## config.mk

```make
export PLATFORM = sky130hd
export DESIGN_NAME = universal_switch_box_cfg
export DESIGN_NICKNAME = d
export VERILOG_FILES = /design/src/rtl/fpga250_swb_pkg.sv /design/src/rtl/swb_track_mux.sv /design/src/rtl/universal_switch_box_cfg.sv
export SDC_FILE = /design/constraint.sdc
export NUM_CORES = 1
export LEC_CHECK = 0
export BUFFER_PORTS_ARGS = -buffer_cell sky130_fd_sc_hd__buf_2
export CELL_PAD_IN_SITES_DETAIL_PLACEMENT = 1
export CELL_PAD_IN_SITES_GLOBAL_PLACEMENT = 1
export CORE_MARGIN = 2
export CORE_UTILIZATION = 51
export CTS_CLUSTER_SIZE = 25
export DETAILED_ROUTE_END_ITERATION = 10
export PLACE_DENSITY = 0.86
export SETUP_SLACK_MARGIN = 0.05
export SYNTH_ARGS = -nofsm -noshare
export SYNTH_HDL_FRONTEND = slang
export SYNTH_SLANG_ARGS = --single-unit
export TNS_END_PERCENT = 50
```

## constraint.sdc

```tcl
create_clock -name clk -period 3.6 [get_ports clk]
set_input_delay 0.36 -clock clk [delete_from_list [all_inputs] [get_ports clk]]
set_output_delay 0.36 -clock clk [all_outputs]
set_load 0.02 [all_outputs]
```

## src/rtl/fpga250_swb_pkg.sv

```systemverilog
// fpga250 switch box shared definitions: select codes, track width, chain length.
// Optional macro SWB_CFG_PARITY_EN appends one even-parity bit to the config chain.
package fpga250_swb_pkg;

    localparam logic [1:0] SEL_OFF = 2'd0;
    localparam logic [1:0] SEL_CW  = 2'd1;
    localparam logic [1:0] SEL_OPP = 2'd2;
    localparam logic [1:0] SEL_CCW = 2'd3;

    localparam int BITS_PER_TRACK = 8;

`ifdef SWB_CFG_PARITY_EN
    localparam int PARITY_BITS = 1;
`else
    localparam int PARITY_BITS = 0;
`endif

    function automatic int cfg_bits(input int w);
        return BITS_PER_TRACK * w + PARITY_BITS;
    endfunction

    // Pick one of the three neighbouring sides by select code.
    function automatic logic side_pick(
        input logic [1:0] code,
        input logic       cw,
        input logic       opp,
        input logic       ccw
    );
        logic r;
        r = 1'b0;
        unique case (code)
            SEL_OFF: r = 1'b0;
            SEL_CW:  r = cw;
            SEL_OPP: r = opp;
            SEL_CCW: r = ccw;
        endcase
        return r;
    endfunction

endpackage

```

## src/rtl/swb_track_mux.sv

```systemverilog
// One track of the switch box: four 4:1 side muxes steered by an 8-bit slice.
// Ports: sel (N[1:0],E[3:2],S[5:4],W[7:6]), north/east/south/west in, to_* out.
module swb_track_mux
    import fpga250_swb_pkg::*;
(
    input  logic [BITS_PER_TRACK-1:0] sel,
    input  logic                      north,
    input  logic                      east,
    input  logic                      south,
    input  logic                      west,
    output logic                      to_north,
    output logic                      to_east,
    output logic                      to_south,
    output logic                      to_west
);

    // Clockwise order N->E->S->W; code 1 takes the next clockwise side.
    assign to_north = side_pick(sel[1:0], east,  south, west);
    assign to_east  = side_pick(sel[3:2], south, west,  north);
    assign to_south = side_pick(sel[5:4], west,  north, east);
    assign to_west  = side_pick(sel[7:6], north, east,  south);

endmodule

```

## src/rtl/universal_switch_box_cfg.sv

```systemverilog
// fpga250 switch box with its own serial config chain, shadow/active registers.
// Ports: clk, rst_n, {north,east,south,west}_{in,out}[W], cfg_en/in/out, cfg_load,
//        load_ack, cfg_full, cfg_valid, cfg_err. Macro SWB_CFG_PARITY_EN adds parity.
module universal_switch_box_cfg
    import fpga250_swb_pkg::*;
#(
    parameter int W       = 8,
    parameter int OUT_REG = 0
) (
    input  logic         clk,
    input  logic         rst_n,
    input  logic [W-1:0] north_in,
    input  logic [W-1:0] east_in,
    input  logic [W-1:0] south_in,
    input  logic [W-1:0] west_in,
    output logic [W-1:0] north_out,
    output logic [W-1:0] east_out,
    output logic [W-1:0] south_out,
    output logic [W-1:0] west_out,
    input  logic         cfg_en,
    input  logic         cfg_in,
    output logic         cfg_out,
    input  logic         cfg_load,
    output logic         load_ack,
    output logic         cfg_full,
    output logic         cfg_valid,
    output logic         cfg_err
);

    localparam int CW   = cfg_bits(W);
    localparam int RW   = BITS_PER_TRACK * W;
    localparam int CNTW = $clog2(CW + 1);
    localparam logic [CNTW-1:0] CW_CNT = CNTW'(CW);

    logic [CW-1:0]   shadow;
    logic [RW-1:0]   active;
    logic [RW-1:0]   routing;
    logic [CNTW-1:0] count;
    logic            full;
    logic            check_ok;
    logic            accept;

    assign full = (count == CW_CNT);

`ifdef SWB_CFG_PARITY_EN
    // shadow[0] is the parity bit; the whole chain must XOR to 0.
    assign check_ok = ~(^shadow);
    assign routing  = shadow[CW-1:1];
`else
    assign check_ok = 1'b1;
    assign routing  = shadow;
`endif

    assign accept = cfg_load & full & check_ok;

    always_ff @(posedge clk or negedge rst_n) begin
        if (!rst_n) begin
            shadow    <= '0;
            active    <= '0;
            count     <= '0;
            cfg_valid <= 1'b0;
            cfg_err   <= 1'b0;
            load_ack  <= 1'b0;
        end else begin
            if (cfg_en)
                shadow <= {shadow[CW-2:0], cfg_in};
            if (accept) begin
                active    <= routing;
                cfg_valid <= 1'b1;
            end
            if (cfg_load)
                cfg_err <= ~accept;
            load_ack <= accept;
            // A commit takes the pre-shift shadow; a concurrent shift
            // becomes the first bit of the next load.
            if (accept)
                count <= cfg_en ? CNTW'(1) : '0;
            else if (cfg_en && !full)
                count <= count + 1'b1;
        end
    end

    assign cfg_out  = shadow[CW-1];
    assign cfg_full = full;

    logic [W-1:0] n_nx, e_nx, s_nx, w_nx;

    for (genvar i = 0; i < W; i++) begin : g_trk
        swb_track_mux u_mux (
            .sel      (active[BITS_PER_TRACK*i +: BITS_PER_TRACK]),
            .north    (north_in[i]),
            .east     (east_in[i]),
            .south    (south_in[i]),
            .west     (west_in[i]),
            .to_north (n_nx[i]),
            .to_east  (e_nx[i]),
            .to_south (s_nx[i]),
            .to_west  (w_nx[i])
        );
    end

    if (OUT_REG != 0) begin : g_oreg
        always_ff @(posedge clk or negedge rst_n) begin
            if (!rst_n) begin
                north_out <= '0;
                east_out  <= '0;
                south_out <= '0;
                west_out  <= '0;
            end else begin
                north_out <= n_nx;
                east_out  <= e_nx;
                south_out <= s_nx;
                west_out  <= w_nx;
            end
        end
    end else begin : g_comb
        assign north_out = n_nx;
        assign east_out  = e_nx;
        assign south_out = s_nx;
        assign west_out  = w_nx;
    end

endmodule

```

==> impl_metrics.tcl, run 1 <==
set metrics [dict create \
    status "finished, final reports clean" \
    hold_viol 0 \
    critPathKind "reg -> reg" \
    drive_above_1_share 0.503 \
    critPathLaunchType "flop" \
    gp_congestion 0.730 \
    drt_iter0_drc 126 \
    antenna_left 0 \
    wire_per_inst_um 18.3 \
    vias 3771 \
    dr.pass1.iters 4 \
    clockRootBuffer "clkbuf_16" \
    antenna_found_initial 0 \
    cts_setup_buffers 0 \
    synthCells 475 \
    grt_pass1_wl_um 21900 \
    worstSetupStartpoint "count[0]" \
    reg2reg_slack_ps 1190 \
    routed_wl_um 12900 \
    hold_path_class "in -> async" \
    synth_area_leaders "dfrtp_1 55%, mux2_2 24%, mux2_4 6.4%" \
    grt_max_degree 91 \
    cts_tree "done" \
    start_util 0.524 \
    clkSinkCount 138 \
    post_layout_nonfiller_instances 708 \
    path_buf_inv 2 \
    drc 0 \
    slew_headroom 0.451 \
    yosysMostFrequentCell "dfrtp_1" \
    timing.final.crit_share 0.670 \
    required_ps 3900 \
    arrival_ps 2710 \
    finalSetupViolCount 0 \
    yosys_warnings 0 \
    dieWidth_um 115 \
    fin_nets 565 \
    cap_violations 0 \
    cts_resized 0 \
    io_buffers 73 \
    multi_input_area_um2 2520 \
    fin_tns_setup_ps 0 \
    critPathMaxFanout 38 \
    grt_pass1_vias 4223 \
    yosysUniqueCellTypes 29 \
    synth_top_area_cell "dfrtp_1" \
    cts.htree.levels 4 \
    num_io_pins 74 \
    dieArea_um2 13300 \
    core_area_um2 12100 \
    utilization 0.598 \
    r2r_start "count[0]" \
    synthFlopType "dfrtp_1" \
    max_stage_delay_ps 500 \
    insertion_delay_ps 420 \
    clockBufferDepth 2 \
    synth_top_area_frac 0.547 \
    p_per_area_nw_per_um2 547 \
    hold_buffers 0 \
    rsz0062_at_grt "no" \
    slew_viol_final 0 \
    finalClockSkew_ps 10.4 \
    worst_pin_slew_ps 823 \
    crit_chain "inv_1, ha_1, and4bb_1, nand3_4, buf_4, mux2_4" \
    dp.cells 675 \
    placed_cell_area_um2 6620 \
    synth-seq-area-share 0.547 \
    clk_pin_slew_ps 60 \
    numCtsBuffers 17 \
    syn_to_final_growth_pct 14.3 \
    slowest_stage "nand3_4" \
    mappedNetlistNets 514 \
    r2r-end "active[55]" \
    async_flop_share 1.00 \
    fmax_mhz 414 \
    regArea_um2 3450 \
    row_count 40 \
    synthTopCellsByCount "138 x dfrtp_1, 133 x mux2_2, 67 x nand2_1" \
    syn-cell-area_um2 6310 \
    avgSynthCellArea_um2 13.3 \
    fill_cells 1205 \
    routed_via_density 5.33 \
    end_kind "flop" \
    yosys_register_bits 138 \
    die_y_um 115 \
    critPathTopFamily "simple AND/OR/NAND/NOR gates" \
    ir_drop_uv 378 \
    p_total_mw 3.94 \
    final_area_um2 7220 \
    dpl.hpwl_um 8410 \
    min_period_ps 2410 \
    p_leak_nw 3.67 \
    r2r_cells 6 \
    overflow 0 \
    synth_edf_count 0 \
    grt_usage 0.217 \
]
==> layout make-up <==
type                            instances  area share
Inverter                                4     0.00208
Clock inverter                          6     0.00798
Tap cell                              168      0.0291
Antenna cell                            1    0.000347
Clock buffer                           26      0.0747
Sequential cell                       138       0.479
Timing Repair Buffer                   79      0.0577
Multi-Input combinational cell        286       0.350
==> flip-flops by register name, summed over array words and instances, names as in the netlist <==
name / count
routing: 64
load_ack: 1
count: 7
cfg_err: 1
active: 64
cfg_valid: 1
==> per-stage QoR <==
| stage | hold slack, ps | setup WS [ps] |
|---|---|---|
| CTS | 42.8 | 1180 |
| detailed placement | 468 | 1180 |
| global route | 83.7 | 1040 |
| finish | 21.7 | 1190 |
| floorplan | 64.4 | 1960 |
| global placement | 465 | 1300 |
==> report_power, final <==
| group | total (mW) | switching (mW) | internal, mW |
|---|---|---|---|
| clock network | 1.72 | 0.628 | 1.09 |
| registers | 1.88 | 0.155 | 1.73 |
| logic | 0.341 | 0.152 | 0.189 |
| total | 3.94 | 0.935 | 3.01 |
==> layout by cell type, fill, tap and decap left out, drive strengths merged <==
cell      instances
xnor2             1
nand3             3
bufinv            1
ha                2
xor2              2
o21ai            34
nor2              4
nor3b             1
a32o              1
clkinv            4
o21a              1
clkbuf           26
nand2b            1
mux2            160
and3              1
dfrtp           138
clkinvlp          1
inv               4
and4bb            1
a211oi            1
nand2            67
diode             1
buf              79
a21o              1
mux2i             1
a21boi            1
nand4             2
and4              1
==> worst max-delay path by stage <==
stage / to / cells after the start / slack, ps
final: active[55] / 6 / 1190
after global routing: active[55] / 6 / 1040
after CTS: active[55] / 6 / 1180
after detailed placement: active[44] / 6 / 1180
after global placement: active[43] / 6 / 1300
after floorplan: active[37] / 7 / 1960
==> cells by family after synthesis <==
logic type               count (synthesis)  share of synthesized area
flip-flops                             138                      0.547
buffers and inverters                   51                     0.0549
AND/OR/NAND/NOR                         81                     0.0539
AO/OA/AOI/OAI                           39                     0.0333
adder cells (fa/ha/maj)                  2                    0.00396
multiplexers                           161                      0.303
XOR/XNOR                                 3                    0.00416
==> routing by layer <==
layer  vias up  global-route usage  wire (µm)
li1       1741                   -          -
met1      1921               0.257       5430
met2        84               0.379       6750
met3        25              0.0517        449
met4         0              0.0948        308
met5         -                   0          0
No activity file was read; power rests on OpenSTA's default activity.
==> run 2: changes to the inputs <==
--- a/config.mk
+++ b/config.mk
@@ -5,14 +5,15 @@
 export SDC_FILE = /design/constraint.sdc
 export NUM_CORES = 1
 export LEC_CHECK = 0
+export ABC_AREA = 1
 export BUFFER_PORTS_ARGS = -buffer_cell sky130_fd_sc_hd__buf_2
 export CELL_PAD_IN_SITES_DETAIL_PLACEMENT = 1
 export CELL_PAD_IN_SITES_GLOBAL_PLACEMENT = 1
 export CORE_MARGIN = 2
-export CORE_UTILIZATION = 51
+export CORE_UTILIZATION = 40
 export CTS_CLUSTER_SIZE = 25
 export DETAILED_ROUTE_END_ITERATION = 10
-export PLACE_DENSITY = 0.86
+export PLACE_DENSITY = 0.78
 export SETUP_SLACK_MARGIN = 0.05
 export SYNTH_ARGS = -nofsm -noshare
 export SYNTH_HDL_FRONTEND = slang
==> constraint.sdc (replaced) <==
create_clock -name clk -period 2 [get_ports clk]
set_input_delay 0.2 -clock clk [delete_from_list [all_inputs] [get_ports clk]]
set_output_delay 0.2 -clock clk [all_outputs]
set_load 0.02 [all_outputs]
==> run 2 against run 1 <==
Effect of this change:
- sequential share of layout area up 0.80 points
- register-to-register slack worse by 880 ps
- routed wire length up 11%
- first-iteration DRC count up 93%
- critical path type is now reg -> out
- highest routed layer unchanged
==> impl_metrics.tcl, run 2 <==
set metrics [dict create \
    regArea_um2 3450 \
    status "finished, final reports clean" \
    dp_slack_ps 302 \
    slew_headroom 0.646 \
    core_area_um2 15100 \
    r2r_start "count[4]" \
    critPathMaxFanout 4 \
    overflow 0 \
    synth_area_leaders "dfrtp_1 56%, nand2_1 11%, o21ai_0 9.1%" \
    end_kind "output port" \
    synth-seq-area-share 0.563 \
    drt_iter0_drc 243 \
    clockRootBuffer "clkbuf_16" \
    final_common_cell "nand2_1" \
    syn_to_final_growth_pct 15.8 \
    internal_power_mw 6.49 \
    timing.final.crit_share 0.887 \
    drive_above_1_share 0.155 \
    p_leak_nw 3.42 \
    yosysMostFrequentCell "nand2_1" \
    row_count 45 \
    fin_tns_setup_ps 0 \
    async_flop_share 1.00 \
    io_buffers 73 \
    die_y_um 128 \
    setup_slack_ps 226 \
    avgSynthCellArea_um2 8.68 \
    hold_viol 0 \
    layout_common_cells "179 x nand2_1, 138 x dfrtp_1, 112 x o21ai_0" \
    dieArea_um2 16300 \
    arrival_ps 1570 \
    synthTopCellsByCount "179 x nand2_1, 138 x dfrtp_1, 112 x o21ai_0" \
    start_util 0.406 \
    p_seq_frac 0.422 \
    p_sw_frac 0.339 \
    finalSetupViolCount 0 \
    routed_via_density 5.13 \
    rsz0062_at_grt "no" \
    fill_cells 1770 \
    drc 0 \
    synthCells 706 \
    yosys_warnings 0 \
    mappedNetlistNets 745 \
    worst_pin_slew_ps 530 \
    finalClockSkew_ps 7.49 \
    cts_tree "done" \
    numCtsBuffers 17 \
    clockBufferDepth 2 \
    min_period_ps 1770 \
    p_per_area_nw_per_um2 1380 \
    reg2reg_slack_ps 310 \
    antenna_found_initial 0 \
    cp-endpoint "cfg_full" \
    fmax_mhz 564 \
    slew_viol_final 0 \
    grt_pass1_wl_um 24900 \
    antenna_left 0 \
    synthFlopType "dfrtp_1" \
    cap_violations 0 \
    r2r-end "active[52]" \
    antennaDiodeCount 0 \
    wire_per_inst_um 15.2 \
    worstSetupStartpoint "count[0]" \
    clkSinkCount 138 \
    dpl.hpwl_um 9600 \
    required_ps 1800 \
    synth_top_area_cell "dfrtp_1" \
    grt_max_degree 87 \
    synth_top_area_frac 0.563 \
    switchingPower_mw 3.33 \
    routed_wl_um 14400 \
    ir_drop_uv 743 \
    dieWidth_um 128 \
    grt_usage 0.191 \
    critPathLaunchType "flop" \
    num_io_pins 74 \
    synth_edf_count 0 \
    fin_nets 788 \
    syn-cell-area_um2 6130 \
    grt_pass1_vias 5293 \
    clk_pin_slew_ps 60 \
    pwr-share-clk 0.329 \
    multi_input_area_um2 1970 \
    r2r_cells 6 \
    dr.pass1.iters 4 \
    hold_path_class "in -> reg" \
    cts.htree.levels 4 \
    gp_congestion 0.763 \
    critPathKind "reg -> out" \
    yosysUniqueCellTypes 25 \
    combPwrFrac 0.249 \
    p_total_mw 9.82 \
    insertion_delay_ps 420 \
    yosys_register_bits 138 \
    vias 4865 \
]
==> run 2: routing by layer <==
metal | track usage | part of all wire | vias to the layer above
met1 | 0.230 | 0.44 | 2442
met5 | 0 | 0 | -
met4 | 0.0537 | 0.012 | 0
li1 | - | - | 2333
met2 | 0.342 | 0.52 | 71
met3 | 0.0442 | 0.031 | 19
==> run 2: power groups by stage <==
stage | Sequential [mW] | Clock, mW | Combinational (mW)
floorplan | 4.00 | 0 | 2.09
global placement | 4.14 | 0 | 2.30
detailed placement | 4.18 | 0 | 2.45
CTS | 4.16 | 3.28 | 2.48
global route | 4.26 | 3.40 | 2.79
finish | 4.15 | 3.23 | 2.45
==> run 2: stage by stage <==
| step | utilization | std cells | hold WS (ps) | cell area, µm² |
|---|---|---|---|---|
| after floorplan | - | 706 | -95.6 | 6130 |
| after global placement | 0.429 | 917 | 135 | 6470 |
| after detailed placement | 0.429 | 917 | 139 | 6470 |
| after CTS | 0.470 | 948 | 28.1 | 7090 |
| after global routing | 0.470 | 948 | 32.7 | 7100 |
| final | 0.470 | 948 | 36.1 | 7100 |
==> run 2: worst min path at each step <==
| stage | from | to | cells after the start |
|---|---|---|---|
| after floorplan | rst_n | active[0] | 0 |
| after global placement | rst_n | active[30] | 1 |
| after detailed placement | rst_n | active[31] | 1 |
| after CTS | cfg_in | routing[0] | 3 |
| after global routing | cfg_in | routing[0] | 3 |
| final | cfg_in | routing[0] | 3 |
==> run 2: area by class of cell <==
| class | instances | area share |
|---|---|---|
| well taps | 188 | 0.0331 |
| inverters | 86 | 0.0455 |
| clock buffers | 18 | 0.0605 |
| flip-flops and latches | 138 | 0.487 |
| clock inverters | 12 | 0.0249 |
| multi-input cells | 422 | 0.278 |
| repair buffers | 84 | 0.0714 |
==> run 2: worst max-delay path, cell delays in order (launching register included) <==
cell and delay (ps):
dfrtp_1 410, inv_1 90, ha_1 140, nand2_1 60, inv_2 100, nand3_4 100
inv_1 90, buf_2 160
==> run 2: repair_timing <==
item	in CTS	in global routing
hold endpoints to repair	39	0
hold buffers	1	0
buffers inserted	0	0
endpoints found under the setup margin	1	1
resized for setup	1	2
==> run 2: logic make-up (layout without fill, tap and decap cells) <==
group | after synthesis | after routing | synth area share
fa+ha+maj | 2 | 2 | 0.00408
xor+xnor | 3 | 3 | 0.00429
buf+inv | 146 | 200 | 0.118
flops | 138 | 138 | 0.563
compound gates | 192 | 192 | 0.168
simple gates | 225 | 225 | 0.142
==> run 3: changes to the inputs <==
==> constraint.sdc (replaced) <==
create_clock -name clk -period 1.4 [get_ports clk]
set_input_delay 0.21 -clock clk [delete_from_list [all_inputs] [get_ports clk]]
set_output_delay 0.21 -clock clk [all_outputs]
set_load 0.02 [all_outputs]
==> run 3 against run 2 <==
Effect of this change:
- the run now ends with negative setup slack left
- sequential share of layout area decreased by 7.5 points
- die area unchanged
- clock power increased by 38%
- combinational power increased by 120%
- routed wire length increased by 43%
- via count increased by 12%
- non-clock buffer count increased by 58
- cell count increased by 6.3%
- power increased by 64%
==> impl_metrics.tcl, run 3 (same netlist as run 2, synthesis figures left out) <==
set metrics [dict create \
    combPwrFrac 0.343 \
    required_ps 1750 \
    internal_power_mw 10.1 \
    critPathLaunchType "flop" \
    p_leak_nw 4.03 \
    hold_path_class "in -> reg" \
    dr.pass1.iters 4 \
    antennaDiodeCount 0 \
    finalSetupViolCount 106 \
    worst_pin_slew_ps 431 \
    start_util 0.406 \
    drt_iter0_drc 308 \
    min_period_ps 1810 \
    insertion_delay_ps 430 \
    die_y_um 128 \
    critPathKind "reg -> reg" \
    pwr-share-clk 0.276 \
    overflow 0 \
    clockBufferDepth 2 \
    reg2reg_slack_ps -410 \
    finalClockSkew_ps 12.7 \
    dieArea_um2 16300 \
    fin_tns_setup_ps -26170 \
    slowest_stage "dfrtp_1" \
    dp_slack_ps -170 \
    rsz0062_at_grt "yes" \
    cpMostUsedCell "inv_2" \
    ir_drop_uv 1050 \
    p_seq_frac 0.381 \
    clk_pin_slew_ps 70 \
    dpl.hpwl_um 10300 \
    fmax_mhz 552 \
    violations "negative setup slack" \
    core_area_um2 15100 \
    final_common_cell "nand2_1" \
    timing.final.crit_share 1.29 \
    numCtsBuffers 17 \
    use_met2 0.464 \
    grt_max_degree 40 \
    grt_pass1_wl_um 31700 \
    top_usage_layer "met2" \
    clkSinkCount 138 \
    p_per_area_nw_per_um2 1920 \
    met3_usage 0.0363 \
    num_io_pins 74 \
    grt_pass1_vias 5946 \
    p_sw_frac 0.369 \
    wire_per_inst_um 20.5 \
    worstHoldPathCells 3 \
    end_kind "flop" \
    r2r_start "count[0]" \
    crit_chain "inv_2, ha_4, nand2_2, inv_2, buf_4, nand4_4, clkinv_4, buf_12, buf_6, buf_16, nand2_1, o21ai_1" \
    critPathMaxFanout 5 \
    holdWs_ps 81.4 \
    hp-start "cfg_in" \
    fin_nets 846 \
    fill_cells 1684 \
    use_met1 0.293 \
    routed_via_density 5.40 \
    dieWidth_um 128 \
    io_buffers 73 \
    arrival_ps 2160 \
    r2r_cells 12 \
    max_stage_delay_ps 410 \
    dp.cells 932 \
    drive_above_1_share 0.348 \
    status "complete, but fails checks" \
    post_layout_nonfiller_instances 1008 \
    slew_headroom 0.710 \
    setup_slack_ps -410 \
    cts.htree.levels 4 \
    gp_congestion 0.765 \
    cts_tree "done" \
    syn_to_final_growth_pct 36.8 \
    vias 5442 \
    routed_wl_um 20600 \
    min_to "routing[0]" \
    row_count 45 \
    hold_viol 0 \
    layout_common_cells "140 x nand2_1, 137 x dfrtp_1, 70 x o21ai_0" \
    cap_violations 0 \
    r2r-end "active[46]" \
    antenna_left 0 \
    antenna_found_initial 0 \
    drc 0 \
    clockRootBuffer "clkbuf_16" \
    utilization 0.556 \
    switchingPower_mw 5.94 \
    slew_viol_final 0 \
    grt_usage 0.253 \
]
-- run 3: repair_timing --
action                     CTS  global route
setup endpoints to repair  105           106
resized for setup          158            85
cloned                      15             1
hold buffers                 1             0
setup buffers               29             3
pin swaps                   31            12
hold endpoints to repair    33             0
-- run 3: power by group through the flow --
stage	Clock (mW)	Combinational, mW	Sequential, mW
floorplan	0	3.00	5.71
global placement	0	3.49	5.88
detailed placement	0	3.73	5.92
CTS	4.44	4.97	5.98
global route	4.66	5.97	6.25
finish	4.45	5.51	6.12
-- run 3: through the flow --
stage                     instance area (µm²)  power [mW]
after global placement                   6570        9.37
final                                    8390        16.1
after floorplan                          6140        8.72
after detailed placement                 6570        9.65
after global routing                     8390        16.9
after CTS                                8200        15.4
-- run 3: metal layers --
layer / vias to the layer above / wire length [µm]
li1: 2474 / -
met1: 2787 / 8120
met2: 128 / 11100
met3: 53 / 688
met4: 0 / 690
met5: - / 0
-- run 3: final cells by class --
| class | instances | area (µm²) | area share |
|---|---|---|---|
| clock buffer | 18 | 429 | 0.0512 |
| clock inverter | 14 | 149 | 0.0178 |
| inverter | 86 | 330 | 0.0394 |
| multi-input combinational | 422 | 2360 | 0.282 |
| sequential | 138 | 3450 | 0.412 |
| tap | 188 | 235 | 0.0281 |
| timing repair buffer | 142 | 1430 | 0.170 |
-- run 3: how the worst max path moves through the flow --
stage	from	endpoint	slack [ps]	cells after the start
3_5_place_dp	count[1]	active[28]	-170	9
3_3_place_gp	count[0]	cfg_full	-20	8
5_1_grt	count[0]	active[46]	-470	12
4_1_cts	count[1]	cfg_full	-340	8
2_1_floorplan	count[0]	active[54]	60	9
6_report	count[0]	active[46]	-410	12
-- run 3: critical path: cells and delay by family, from the launching register on --
kind | cells | cell delay, ps
AOI/OAI and AO/OA | 1 | 90
adders and majority gates | 1 | 160
and+or+nand+nor | 3 | 260
DFF | 1 | 410
buffers and inverters | 7 | 790
